File: config.mk
export PLATFORM = sky130hd
export DESIGN_NAME = seg_scan_driver
export DESIGN_NICKNAME = d
export VERILOG_FILES = /design/src/rtl/seg_pkg.sv /design/src/rtl/hex_to_seg7.sv /design/src/rtl/seg_scan_driver.sv
export SDC_FILE = /design/constraint.sdc
export NUM_CORES = 1
export LEC_CHECK = 0
export CAP_MARGIN = 20
export CORE_MARGIN = 10
export CORE_UTILIZATION = 52
export DETAILED_ROUTE_END_ITERATION = 10
export PLACE_DENSITY_LB_ADDON = 0.15
export SKIP_CTS_REPAIR_TIMING = 1
export SYNTH_ARGS = -nofsm -noshare
export SYNTH_HDL_FRONTEND = slang
export SYNTH_HIERARCHICAL = 1
export SYNTH_SLANG_ARGS = --single-unit
File: constraint.sdc
create_clock -name clk -period 4.2 [get_ports clk]
set_input_delay 1.26 -clock clk [delete_from_list [all_inputs] [get_ports clk]]
set_output_delay 1.26 -clock clk [all_outputs]
set_load 0.05 [all_outputs]
File: src/rtl/seg_pkg.sv
// Shared constants for the multiplexed seven-segment driver: hex glyph table,
// blank pattern and a counter-width helper.
package seg_pkg;

    localparam logic [6:0] SEG_BLANK = 7'h00;

    // Glyphs in {a,b,c,d,e,f,g} order, indexed by nibble value
    localparam logic [6:0] SEG_LUT [0:15] = '{
        7'h7E, 7'h30, 7'h6D, 7'h79, 7'h33, 7'h5B, 7'h5F, 7'h70,
        7'h7F, 7'h7B, 7'h77, 7'h1F, 7'h4E, 7'h3D, 7'h4F, 7'h47
    };

    function automatic int idx_w(input int n);
        return (n > 1) ? $clog2(n) : 1;
    endfunction

endpackage

File: src/rtl/hex_to_seg7.sv
// Combinational nibble to seven-segment decode (active-high, a..g order).
module hex_to_seg7
    import seg_pkg::*;
(
    input  logic [3:0] nib,
    output logic [6:0] seg
);

    assign seg = SEG_LUT[nib];

endmodule

File: src/rtl/seg_scan_driver.sv
// N-digit multiplexed seven-segment driver with double-buffered digits,
// leading-zero suppression and selectable output polarity.
module seg_scan_driver
    import seg_pkg::*;
#(
    parameter int NDIGIT     = 4,
    parameter int SCAN_DIV   = 1000,
    parameter int ACTIVE_LOW = 0
) (
    input  logic                  clk,
    input  logic                  rst,
    input  logic                  load,
    input  logic [4*NDIGIT-1:0]   din,
    input  logic [NDIGIT-1:0]     dp_in,
    input  logic                  lz_en,
    output logic [6:0]            seg,
    output logic                  dp,
    output logic [NDIGIT-1:0]     dsel,
    output logic                  frame
);

    localparam int   IW  = idx_w(NDIGIT);
    localparam int   PW  = idx_w(SCAN_DIV);
    localparam logic POL = (ACTIVE_LOW != 0);

    logic [PW-1:0]         pcnt;
    logic [IW-1:0]         idx;
    logic                  pending;
    logic [4*NDIGIT-1:0]   shd_dig, dsp_dig;
    logic [NDIGIT-1:0]     shd_dp, dsp_dp;
    logic                  tc, fb;

    assign tc = (pcnt == PW'(SCAN_DIV - 1));
    assign fb = tc && (idx == IW'(NDIGIT - 1));

    // ---- stage p0: scan timing and double buffer ----
    always_ff @(posedge clk) begin
        if (rst) begin
            pcnt    <= '0;
            idx     <= '0;
            pending <= 1'b0;
            shd_dig <= '0;
            shd_dp  <= '0;
            dsp_dig <= '0;
            dsp_dp  <= '0;
        end else begin
            pcnt <= tc ? '0 : pcnt + PW'(1);
            if (tc)
                idx <= (idx == IW'(NDIGIT - 1)) ? '0 : idx + IW'(1);

            // A load landing on the boundary bypasses the shadow so it is not lost
            if (load && fb) begin
                shd_dig <= din;
                shd_dp  <= dp_in;
                dsp_dig <= din;
                dsp_dp  <= dp_in;
                pending <= 1'b0;
            end else if (load) begin
                shd_dig <= din;
                shd_dp  <= dp_in;
                pending <= 1'b1;
            end else if (fb && pending) begin
                dsp_dig <= shd_dig;
                dsp_dp  <= shd_dp;
                pending <= 1'b0;
            end
        end
    end

    logic [NDIGIT-1:0] lz_blank;
    logic              zero_run;
    logic [3:0]        cur_nib;
    logic              cur_dp;
    logic              cur_blank;
    logic [NDIGIT-1:0] dsel_n;
    logic [6:0]        dec_seg;
    logic [6:0]        seg_n;

    always_comb begin
        zero_run  = 1'b1;
        lz_blank  = '0;
        cur_nib   = 4'h0;
        cur_dp    = 1'b0;
        cur_blank = 1'b0;
        dsel_n    = '0;
        // Walk down from the top digit; a digit is blankable while all above are zero
        for (int i = NDIGIT - 1; i >= 1; i--) begin
            zero_run    = zero_run && (dsp_dig[i*4 +: 4] == 4'h0);
            lz_blank[i] = zero_run;
        end
        for (int i = 0; i < NDIGIT; i++) begin
            if (idx == IW'(i)) begin
                cur_nib   = dsp_dig[i*4 +: 4];
                cur_dp    = dsp_dp[i];
                cur_blank = lz_en && lz_blank[i];
                dsel_n[i] = 1'b1;
            end
        end
    end

    hex_to_seg7 u_dec (
        .nib (cur_nib),
        .seg (dec_seg)
    );

    assign seg_n = cur_blank ? SEG_BLANK : dec_seg;

    logic [6:0]        seg_p1;
    logic              dp_p1;
    logic [NDIGIT-1:0] dsel_p1;
    logic              frame_p1;

    // ---- stage p1: registered outputs with polarity applied ----
    always_ff @(posedge clk) begin
        if (rst) begin
            seg_p1   <= {7{POL}};
            dp_p1    <= POL;
            dsel_p1  <= {NDIGIT{POL}};
            frame_p1 <= 1'b0;
        end else begin
            seg_p1   <= seg_n ^ {7{POL}};
            dp_p1    <= cur_dp ^ POL;
            dsel_p1  <= dsel_n ^ {NDIGIT{POL}};
            frame_p1 <= fb;
        end
    end

    assign seg   = seg_p1;
    assign dp    = dp_p1;
    assign dsel  = dsel_p1;
    assign frame = frame_p1;

endmodule

==> run_results.csv <==
group,metric,value,unit
pwr,clock_power_share,40.9,%
place,dp.cells,426,
cts,cts_max_path_buffers,2,
cts,clk_latency,0.34,ns
routing,drt-total-wl,6000,um
critical_path,r2r-start,"idx[1]",
routing,first_pass_iters,4,
sta,setup_viol,0,
cts,clock-root-buffer,"clkbuf_8",
floorplan,initial_core_util,54.3,%
place,dpl_cell_area,3420,um^2
pwr,power.leakage,1.46,nW
cells_and_area,finalNetCount,401,
cts,numCtsBuffers,9,
cells_and_area,fin_util,64.5,%
sta,maxSlewHeadroom,46.5,%
global_routing,antenna_found_initial,0,
pwr,power_frac_seq,50.9,%
routing,drtAntennaViolNets,0,
synthesis,syn-num-nets,373,
critical_path,critPathMaxStageDelay,0.45,ns
sta,rsz0062_at_grt,"false",
critical_path,crit_path_top_delay_cell,"mux4_2",
pwr,switchingPower,0.295,mW
routing,vias,2366,
place,portBuffers,36,
critical_path,cp.required,4.41,ns
global_routing,grt_pass1_vias,2242,
floorplan,die_area,9310,um^2
synthesis,yosysUniqueCellTypes,41,
synthesis,yosys_warnings,6,
critical_path,crit_top_cell,"a21oi_1",
run_status,status,"complete, no violations",
sta,final.min_clock_period,2.85,ns
global_routing,grt_max_degree,37,
pwr,p_comb_share,8.2,%
hold_path,hold_depth,1,
floorplan,rows,27,
cells_and_area,drive_gt1_share,9.73,%
global_routing,grt_pass1_wl,10200,um
synthesis,synth_edf_count,0,
hold_path,holdPathEnd,"dsp_dp[1]",
critical_path,critPathTopFamily,"adder cells",
critical_path,crit_type,"reg -> reg",
pwr,peakVddDrop,0.216,mV
routing,viasPerCell,5.35,
critical_path,crit_path_start_kind,"flip-flop",
pwr,power_density,355,nW/um^2
global_routing,grtUsageTotal,13.7,%
cts,htree_levels,3,
sta,worst_slew_pin_slew,0.795,ns
global_routing,grt_overflow_total,0,
synthesis,synth-seq-cells,66,
sta,holdWs,0.466,ns
cells_and_area,area_delta_synth_final,18.9,%
routing,routedWlPerCell,13.6,um
pwr,internal-power,0.989,mW
cts,clkTransAtPathRegs,0.07,ns
critical_path,critPathBufInv,2,
pwr,p_sw_share,23.0,%
sta,skew,0.00506,ns
critical_path,cp.arrival,3.06,ns
hold_path,hold_class,"reg -> reg",
floorplan,ioPinCount,37,
floorplan,core,5610,um^2
critical_path,rr_endpoint,"seg[3]",
sta,fin_crit_sh,67.8,%
sta,slew_violations,0,
critical_path,worstSetupEndpointType,"flip-flop",
place,gp_congestion,0.881,
critical_path,r2r_slack,1.35,ns
critical_path,worstRegToRegCells,11,
floorplan,die_y,96.5,um
synthesis,synth_ff_type,"dfxtp_1",
routing,first_iter_violations,75,
synthesis,syn_area,3040,um^2
critical_path,crit_chain,"inv_1 > ha_1 > nand3b_1 > a21oi_1 > a21oi_1 > o21ai_0 > inv_1 > ha_1 > mux4_2 > nand2b_1 > a21oi_1",
synthesis,syn_inst,337,
cts,cts.sinks,66,
cells_and_area,diodes,0,
sta,hold_viol_final,0,
cells_and_area,fin_area,3620,um^2
place,dp_hpwl,4210,um
sta,fin_setup_tns,0,ns
floorplan,die_x,96.5,um
cells_and_area,stdcell_count,442,
critical_path,cp_max_fo,12,
cts,cts_tree,"yes",
sta,fmax,0.351,GHz
run,drv_cap,0,
synthesis,synthArstFlopShare,0,%
hold_path,min_from,"dsp_dp[1]",
synthesis,yosysSeqAreaShare,43.4,%
routing,drc_errors,0,
synthesis,syn_area_per_cell,9.03,um^2
per-layer routing:
metal	wire length (um)	GRT usage, %	vias up
li1	-	-	1223
met2	2630	20.8	50
met1	2940	17.5	1082
met3	300	3.32	11
met5	0	0	-
met4	124	7.63	0
synth_stat cells, types with 9 or more instances:
cell type  instances  area [um^2]
a21oi_1           31          155
a22oi_1            9         67.6
and3_1             9         56.3
clkbuf_1          12         45.0
dfxtp_1           66         1320
ha_1              12          150
inv_1             10         37.5
mux2i_1           24          240
nand2_1           11         41.3
nand2b_1           9         56.3
nor2_1            46          173
nor3_1            12         60.1
cell families (layout without fill, tap and decap cells):
| family | after synthesis | after routing | synth area share (%) |
|---|---|---|---|
| and+or+nand+nor | 119 | 119 | 20.2 |
| AOI/OAI and AO/OA | 69 | 69 | 14.2 |
| DFF | 66 | 66 | 43.4 |
| buffers and inverters | 35 | 68 | 5.22 |
| muxes | 28 | 28 | 9.74 |
| adders and majority gates | 12 | 12 | 4.93 |
| xor gates and xnor gates | 8 | 8 | 2.30 |
worst reg2reg max path: cells and delay by family (launching register included):
family	cells	cell delay, ns
and+or+nand+nor	2	0.29
muxes	1	0.45
buffers and inverters	2	0.28
AOI/OAI and AO/OA	4	0.65
adders and majority gates	2	0.66
DFF	1	0.39
sequential cells by signal (all words and copies together) (netlist names), 2 cells and up:
signal   flops
idx          2
shd_dig     16
dsp_dig     16
dsp_dp       4
pcnt        10
shd_dp       4
seg          7
dsel         4
power by group through the flow:
stage	clock network (mW)	registers, mW	logic, mW
after global placement	0	0.667	0.105
after CTS	0.537	0.653	0.107
after floorplan	0	0.678	0.0554
after detailed placement	0	0.667	0.106
after global routing	0.563	0.655	0.116
final	0.526	0.653	0.105
worst max path at each step:
stage / start / end / slack (ns) / cells past startpoint
after floorplan: idx[1] / seg[3] / 1.63 / 12
after global placement: load / dsp_dig[2] / 1.27 / 6
after detailed placement: load / dsp_dig[14] / 1.22 / 6
after CTS: idx[1] / seg[3] / 1.36 / 11
after global routing: idx[1] / seg[5] / 1.09 / 12
final: idx[1] / seg[3] / 1.35 / 11
cell usage in the layout, fill, tap and decap left out, types with 6 or more instances in the layout:
cell             count
nor2_1              46
and3_1               9
dfxtp_1             66
inv_1               10
a21oi_1             31
nand2_1             11
nand3b_1             6
mux2i_1             24
ha_1                12
a22o_1               8
clkdlybuf4s50_1     35
nor3_1              12
clkbuf_8            14
a22oi_1              9
nor2b_1              7
o21ai_0              8
nand2b_1             9
layout make-up:
class / count / area (um^2)
multi-input combinational: 236 / 1570
clock buffer: 15 / 196
tap: 72 / 90.1
fill: 497 / 1990
inverter: 11 / 43.8
clock inverter: 1 / 5.00
timing repair buffer: 41 / 393
sequential: 66 / 1320
stage by stage:
stage          setup WS (ns)  power (mW)
6_report                1.35        1.28
5_1_grt                 1.09        1.33
4_1_cts                 1.36        1.30
3_5_place_dp            1.22       0.773
3_3_place_gp            1.27       0.772
2_1_floorplan           1.63       0.733
No activity file was read; power rests on OpenSTA's default activity.
